[config.mk]
export PLATFORM = sky130hd
export DESIGN_NAME = serial_frame_receiver
export DESIGN_NICKNAME = d
export VERILOG_FILES = /design/src/rtl/serial_frame_pkg.sv /design/src/rtl/rx_word_fifo.sv /design/src/rtl/serial_frame_receiver.sv
export SDC_FILE = /design/constraint.sdc
export NUM_CORES = 1
export LEC_CHECK = 0
export BUFFER_PORTS_ARGS = -buffer_cell sky130_fd_sc_hd__buf_4
export CAP_MARGIN = 10
export CORE_MARGIN = 5
export CORE_UTILIZATION = 50
export CTS_BUF_LIST = sky130_fd_sc_hd__clkbuf_8
export DETAILED_ROUTE_END_ITERATION = 8
export PLACE_DENSITY_LB_ADDON = 0.1
export SYNTH_ARGS = -nofsm -noshare
export SYNTH_HDL_FRONTEND = slang
export SYNTH_HIERARCHICAL = 1
export SYNTH_SLANG_ARGS = --single-unit
[constraint.sdc]
create_clock -name clk -period 3.75 [get_ports clk]
set_clock_uncertainty 0.05 [all_clocks]
set_input_delay 0.375 -clock clk [delete_from_list [all_inputs] [get_ports clk]]
set_output_delay 0.375 -clock clk [all_outputs]
set_load 0.02 [all_outputs]
[src/rtl/serial_frame_pkg.sv]
// rtl/serial_frame_pkg.sv - framing constants and FSM encodings shared by the serial link tx/rx
package serial_frame_pkg;

  typedef enum logic [1:0] {
    IDLE = 2'd0,
    DATA = 2'd1,
    STOP = 2'd2
  } frame_state_t;

  localparam logic START_BIT = 1'b1;
  localparam logic STOP_BIT  = 1'b0;

  localparam logic DIR_LEFT  = 1'b0;
  localparam logic DIR_RIGHT = 1'b1;

endpackage

[src/rtl/rx_word_fifo.sv]
// rtl/rx_word_fifo.sv - 2-entry word buffer; slot0 is always the head so dout needs no read mux
module rx_word_fifo #(
  parameter int WIDTH = 4
) (
  input  logic             clk,
  input  logic             rst_n,
  input  logic             push,
  input  logic [WIDTH-1:0] din,
  input  logic             pop,
  output logic [WIDTH-1:0] dout,
  output logic             full,
  output logic             empty
);

  logic [WIDTH-1:0] slot0;
  logic [WIDTH-1:0] slot1;
  logic [1:0]       count;
  logic             pop_ok;

  assign pop_ok = pop && (count != 2'd0);

  always_ff @(posedge clk or negedge rst_n) begin
    if (!rst_n) begin
      slot0 <= '0;
      slot1 <= '0;
      count <= 2'd0;
    end else begin
      case (count)
        2'd0: begin
          if (push) begin
            slot0 <= din;
            count <= 2'd1;
          end
        end
        2'd1: begin
          if (push && pop_ok) begin
            slot0 <= din;
          end else if (push) begin
            slot1 <= din;
            count <= 2'd2;
          end else if (pop_ok) begin
            count <= 2'd0;
          end
        end
        2'd2: begin
          // A push without a pop is dropped here; the parent flags the overflow.
          if (pop_ok) begin
            slot0 <= slot1;
            if (push) slot1 <= din;
            else      count <= 2'd1;
          end
        end
        default: count <= 2'd0;
      endcase
    end
  end

  assign dout  = slot0;
  assign full  = (count == 2'd2);
  assign empty = (count == 2'd0);

endmodule

[src/rtl/serial_frame_receiver.sv]
// rtl/serial_frame_receiver.sv - framed serial-to-parallel receiver with 2-word output buffer
module serial_frame_receiver
  import serial_frame_pkg::*;
#(
  parameter int WIDTH = 4
) (
  input  logic             clk,
  input  logic             rst_n,
  input  logic             enb,
  input  logic             dir,
  input  logic             s_in,
  output logic [WIDTH-1:0] q,
  output logic             q_valid,
  input  logic             q_ready,
  output logic             frame_err,
  output logic             overflow
);

  localparam int CW = $clog2(WIDTH + 1);
  localparam logic [CW-1:0] LAST_BIT = CW'(WIDTH - 1);

  frame_state_t     state;
  frame_state_t     state_nxt;
  logic [CW-1:0]    bit_cnt;
  logic             dir_q;
  logic [WIDTH-1:0] sreg;
  logic             push;
  logic             bad_stop;
  logic             pop;
  logic             fifo_full;
  logic             fifo_empty;

  always_ff @(posedge clk or negedge rst_n) begin
    if (!rst_n) state <= IDLE;
    else        state <= state_nxt;
  end

  always_comb begin
    state_nxt = state;
    if (enb) begin
      case (state)
        IDLE:    if (s_in == START_BIT) state_nxt = DATA;
        DATA:    if (bit_cnt == LAST_BIT) state_nxt = STOP;
        STOP:    state_nxt = IDLE;
        default: state_nxt = IDLE;
      endcase
    end
  end

  always_comb begin
    push     = 1'b0;
    bad_stop = 1'b0;
    if (enb && state == STOP) begin
      if (s_in == STOP_BIT) push     = 1'b1;
      else                  bad_stop = 1'b1;
    end
  end

  // Bit order is captured at the start bit so a mid-frame DIR change cannot corrupt the word.
  always_ff @(posedge clk or negedge rst_n) begin
    if (!rst_n) begin
      bit_cnt <= '0;
      dir_q   <= DIR_LEFT;
      sreg    <= '0;
    end else if (enb) begin
      if (state == IDLE && s_in == START_BIT) begin
        bit_cnt <= '0;
        dir_q   <= dir;
      end else if (state == DATA) begin
        bit_cnt <= bit_cnt + CW'(1);
        if (dir_q == DIR_RIGHT) sreg <= {s_in, sreg[WIDTH-1:1]};
        else                    sreg <= {sreg[WIDTH-2:0], s_in};
      end
    end
  end

  always_ff @(posedge clk or negedge rst_n) begin
    if (!rst_n) begin
      frame_err <= 1'b0;
      overflow  <= 1'b0;
    end else begin
      frame_err <= bad_stop;
      if (push && fifo_full && !pop) overflow <= 1'b1;
    end
  end

  assign q_valid = !fifo_empty;
  assign pop     = q_valid && q_ready;

  rx_word_fifo #(.WIDTH(WIDTH)) u_fifo (
    .clk   (clk),
    .rst_n (rst_n),
    .push  (push),
    .din   (sreg),
    .pop   (pop),
    .dout  (q),
    .full  (fifo_full),
    .empty (fifo_empty)
  );

endmodule
==> results.md <==
- Synth Register Bits: 22
- Clk_lat worst skew: 0.26 ns
- Post-synthesis xor/xnor area fraction: 0%
- Post-DR wirelength/cell: 14.2 um
- Die height: 55.8 um
- Largest net degree at the start of global routing: 23
- Worst vdd ir: 0.422 mV
- Hold Crit Class: in -> reg
- Ys async rst share: 100%
- Detail Route Antenna Nets: 0
- Final nets: 110
- Die ar.: 3110 um2
- Worst-margin pin slew: 0.466 ns
- Cells on worst reg2reg path: 5
- Initial Utilization: 52.8%
- Max Cap Violations: 0
- Diode count: 0
- Overflow after GRT: 0
- Synth cell types: 29
- Run status: finished, final reports clean
- Nature of the critical path startpoint: flip-flop
- Yosys Warn Count: 6
- Area Growth Syn to Fin: 19.2%
- Count of input and output buffers: 12
- Critical path origin: state[1]
- Estimated wirelength of the detail-placed design: 1.30 mm
- H-Tree Level Count: 1
- Most common cell after layout, fill and taps aside: dfrtp_1
- Slowest-stage cell, CP: dfrtp_1
- Flop2flop setup slack: 1.85 ns
- Post-synthesis sequential area ratio: 52.6%
- Clk slew on worst S/H paths: 0.08 ns
- Most frequent cells in the layout: dfrtp_1, buf_4, mux2_2, nand2_1
- Avg Cell Area, Syn: 12.3 um2
- Pre-antenna DRT Iters: 4
- GRT Total Usage: 13.6%
- Leak Pwr: 0.617 nW
- RSZ-0062 raised after global routing: no
- CP Cell Sequence: nand2_1 > nor3_1 > nand2b_1 > o22ai_2 > mux2_2
- TritonCTS Buffers: 3
- CP arrival: 2.00 ns
- Setup violations, final: 0
- Compound-Gate Fraction of Synth Area: 11.2%
- Worst Path Required: 3.85 ns
- Ports: 13
- Initial antenna violation count: 0
- Top FF cell, synth: dfrtp_1
- Fillers: 159
- CP endpoint kind: flip-flop
- Worst path max stage delay: 0.43 ns
- Final Hold Violating Endpoints: 0
- Largest family of logic cells by synthesized area: multiplexers
- Post-Route WL: 1.82 mm
- Residual DRC count: 0
- Post-synth EDFFs: 0
- Core area: 1980 um2
- Final Wtd Congestion: 0.718
- Critical setup path kind: reg -> reg
- Share of cells above drive strength 1: 34.7%
- CTS tree: built
- Fin. max-slew vios: 0
- Post-synthesis simple-gate area fraction: 11.0%
- Final non-filler cell total: 128
- CTS sink count: 22
- Site Rows: 16
- Initial drt markers: 7
- Post-Syn Nets: 93
- Post-route clock period utilization: 50.7%
- Synth Area in Adders: 2.39%
- Slew HR: 68.7%
- Vias per inst: 5.15
- Setup TNS: 0 ns
- Root Driver: clkbuf_8
- Routed via count: 659
- Worst setup path endpoint: u_fifo/slot1[1]
- Critical register-to-register path startpoint: state[1]
- Multiplexer share of the synthesized area: 20.3%
- Mapped Area: 1050 um2
- Crit-path max FO: 6
- Clk buf depth: 2
- First-pass GRT wire length: 3.30 mm
- Post-Syn Instances: 85
- Placed cell count: 123
- Post-CTS Setup Repair Bufs: 0
- Number of global-route vias before repair: 723
- Worst r2r dst: u_fifo/slot1[1]
- PwrDens: 678 nW/um2
- F_max: 526 MHz
- Min Tclk post-route: 1.90 ns
- Die Span X: 55.8 um
==> report_power, final <==
group          internal (W)  leakage [nW]  switching (W)  total (W)
clock network      0.000143        0.0357      0.0000774   0.000220
registers          0.000305         0.293      0.0000664   0.000371
logic              0.000137         0.288       0.000118   0.000255
total              0.000585         0.617       0.000262   0.000846
==> kinds of logic (layout without fill, tap and decap cells) <==
group / Yosys count / count (layout)
compound gates: 16 / 16
simple gates: 20 / 20
flops: 22 / 22
mux: 18 / 18
buf+inv: 7 / 23
fa+ha+maj: 2 / 2
==> worst max-delay path, delay by kind of cell (launching register included) <==
family          cells  cell delay, ns
compound gates      1            0.28
flops               1            0.43
simple gates        3            0.65
mux                 1            0.37
==> how the worst min path moves through the flow <==
| stage | startpoint | end | slack, ns | cells past startpoint |
|---|---|---|---|---|
| 2_1_floorplan | rst_n | bit_cnt[0] | 0.03 | 0 |
| 3_3_place_gp | rst_n | dir_q | 0.23 | 1 |
| 3_5_place_dp | rst_n | dir_q | 0.23 | 1 |
| 4_1_cts | dir | dir_q | 0.28 | 2 |
| 5_1_grt | dir | dir_q | 0.29 | 2 |
| 6_report | dir | dir_q | 0.28 | 2 |
==> registers in the layout, summed over array words and instances, names as in the netlist <==
signal / cells
dir_q: 1
sreg: 4
state: 2
overflow: 1
u_fifo/slot1: 4
frame_err: 1
bit_cnt: 3
u_fifo/count: 2
u_fifo/dout: 4
==> area by class of cell <==
cell class,instances,area [um2],area share (%)
Clock buffer,3,41.3,3.31
Clock inverter,1,30.0,2.40
Inverter,6,22.5,1.80
Multi-Input combinational cell,56,470,37.7
Sequential cell,22,551,44.1
Tap cell,27,33.8,2.71
Timing Repair Buffer,13,100,8.02
==> through the flow <==
step	util (%)	total power (W)	instance area [um2]	hold slack, ns	worst slack (ns)
after floorplan	-	0.000548	1050	0.0294	2.09
after global placement	58.9	0.000622	1170	0.227	1.90
after detailed placement	58.9	0.000634	1170	0.230	1.84
after CTS	63.0	0.000858	1250	0.277	1.88
after global routing	63.0	0.000907	1250	0.286	1.69
final	63.0	0.000846	1250	0.280	1.85
==> layer usage <==
metal / global-route usage (%) / share of wire, %
met1: 16.7 / 48
met2: 21.6 / 46
met3: 3.48 / 4.4
met4: 7.29 / 1.5
met5: 0 / 0
==> timing repair <==
item | in CTS | in global routing
gates resized for setup | 0 | 0
endpoints found under the hold margin | 22 | 0
hold buffers | 1 | 0
==> cell usage after synthesis (2+ instances only) <==
library cell	n	area [um2]
dfrtp_1	22	551
mux2_2	9	101
nand2_1	6	22.5
inv_1	4	15.0
mux2_4	4	60.1
mux2i_1	4	40.0
o21ai_1	4	20.0
nor2_1	3	11.3
a21o_1	2	15.0
a22o_1	2	17.5
ha_1	2	25.0
inv_2	2	7.51
nand2b_1	2	12.5
nor2b_1	2	12.5
o21ai_0	2	10.0
o2bb2ai_1	2	17.5
No activity file was read; power rests on OpenSTA's default activity.
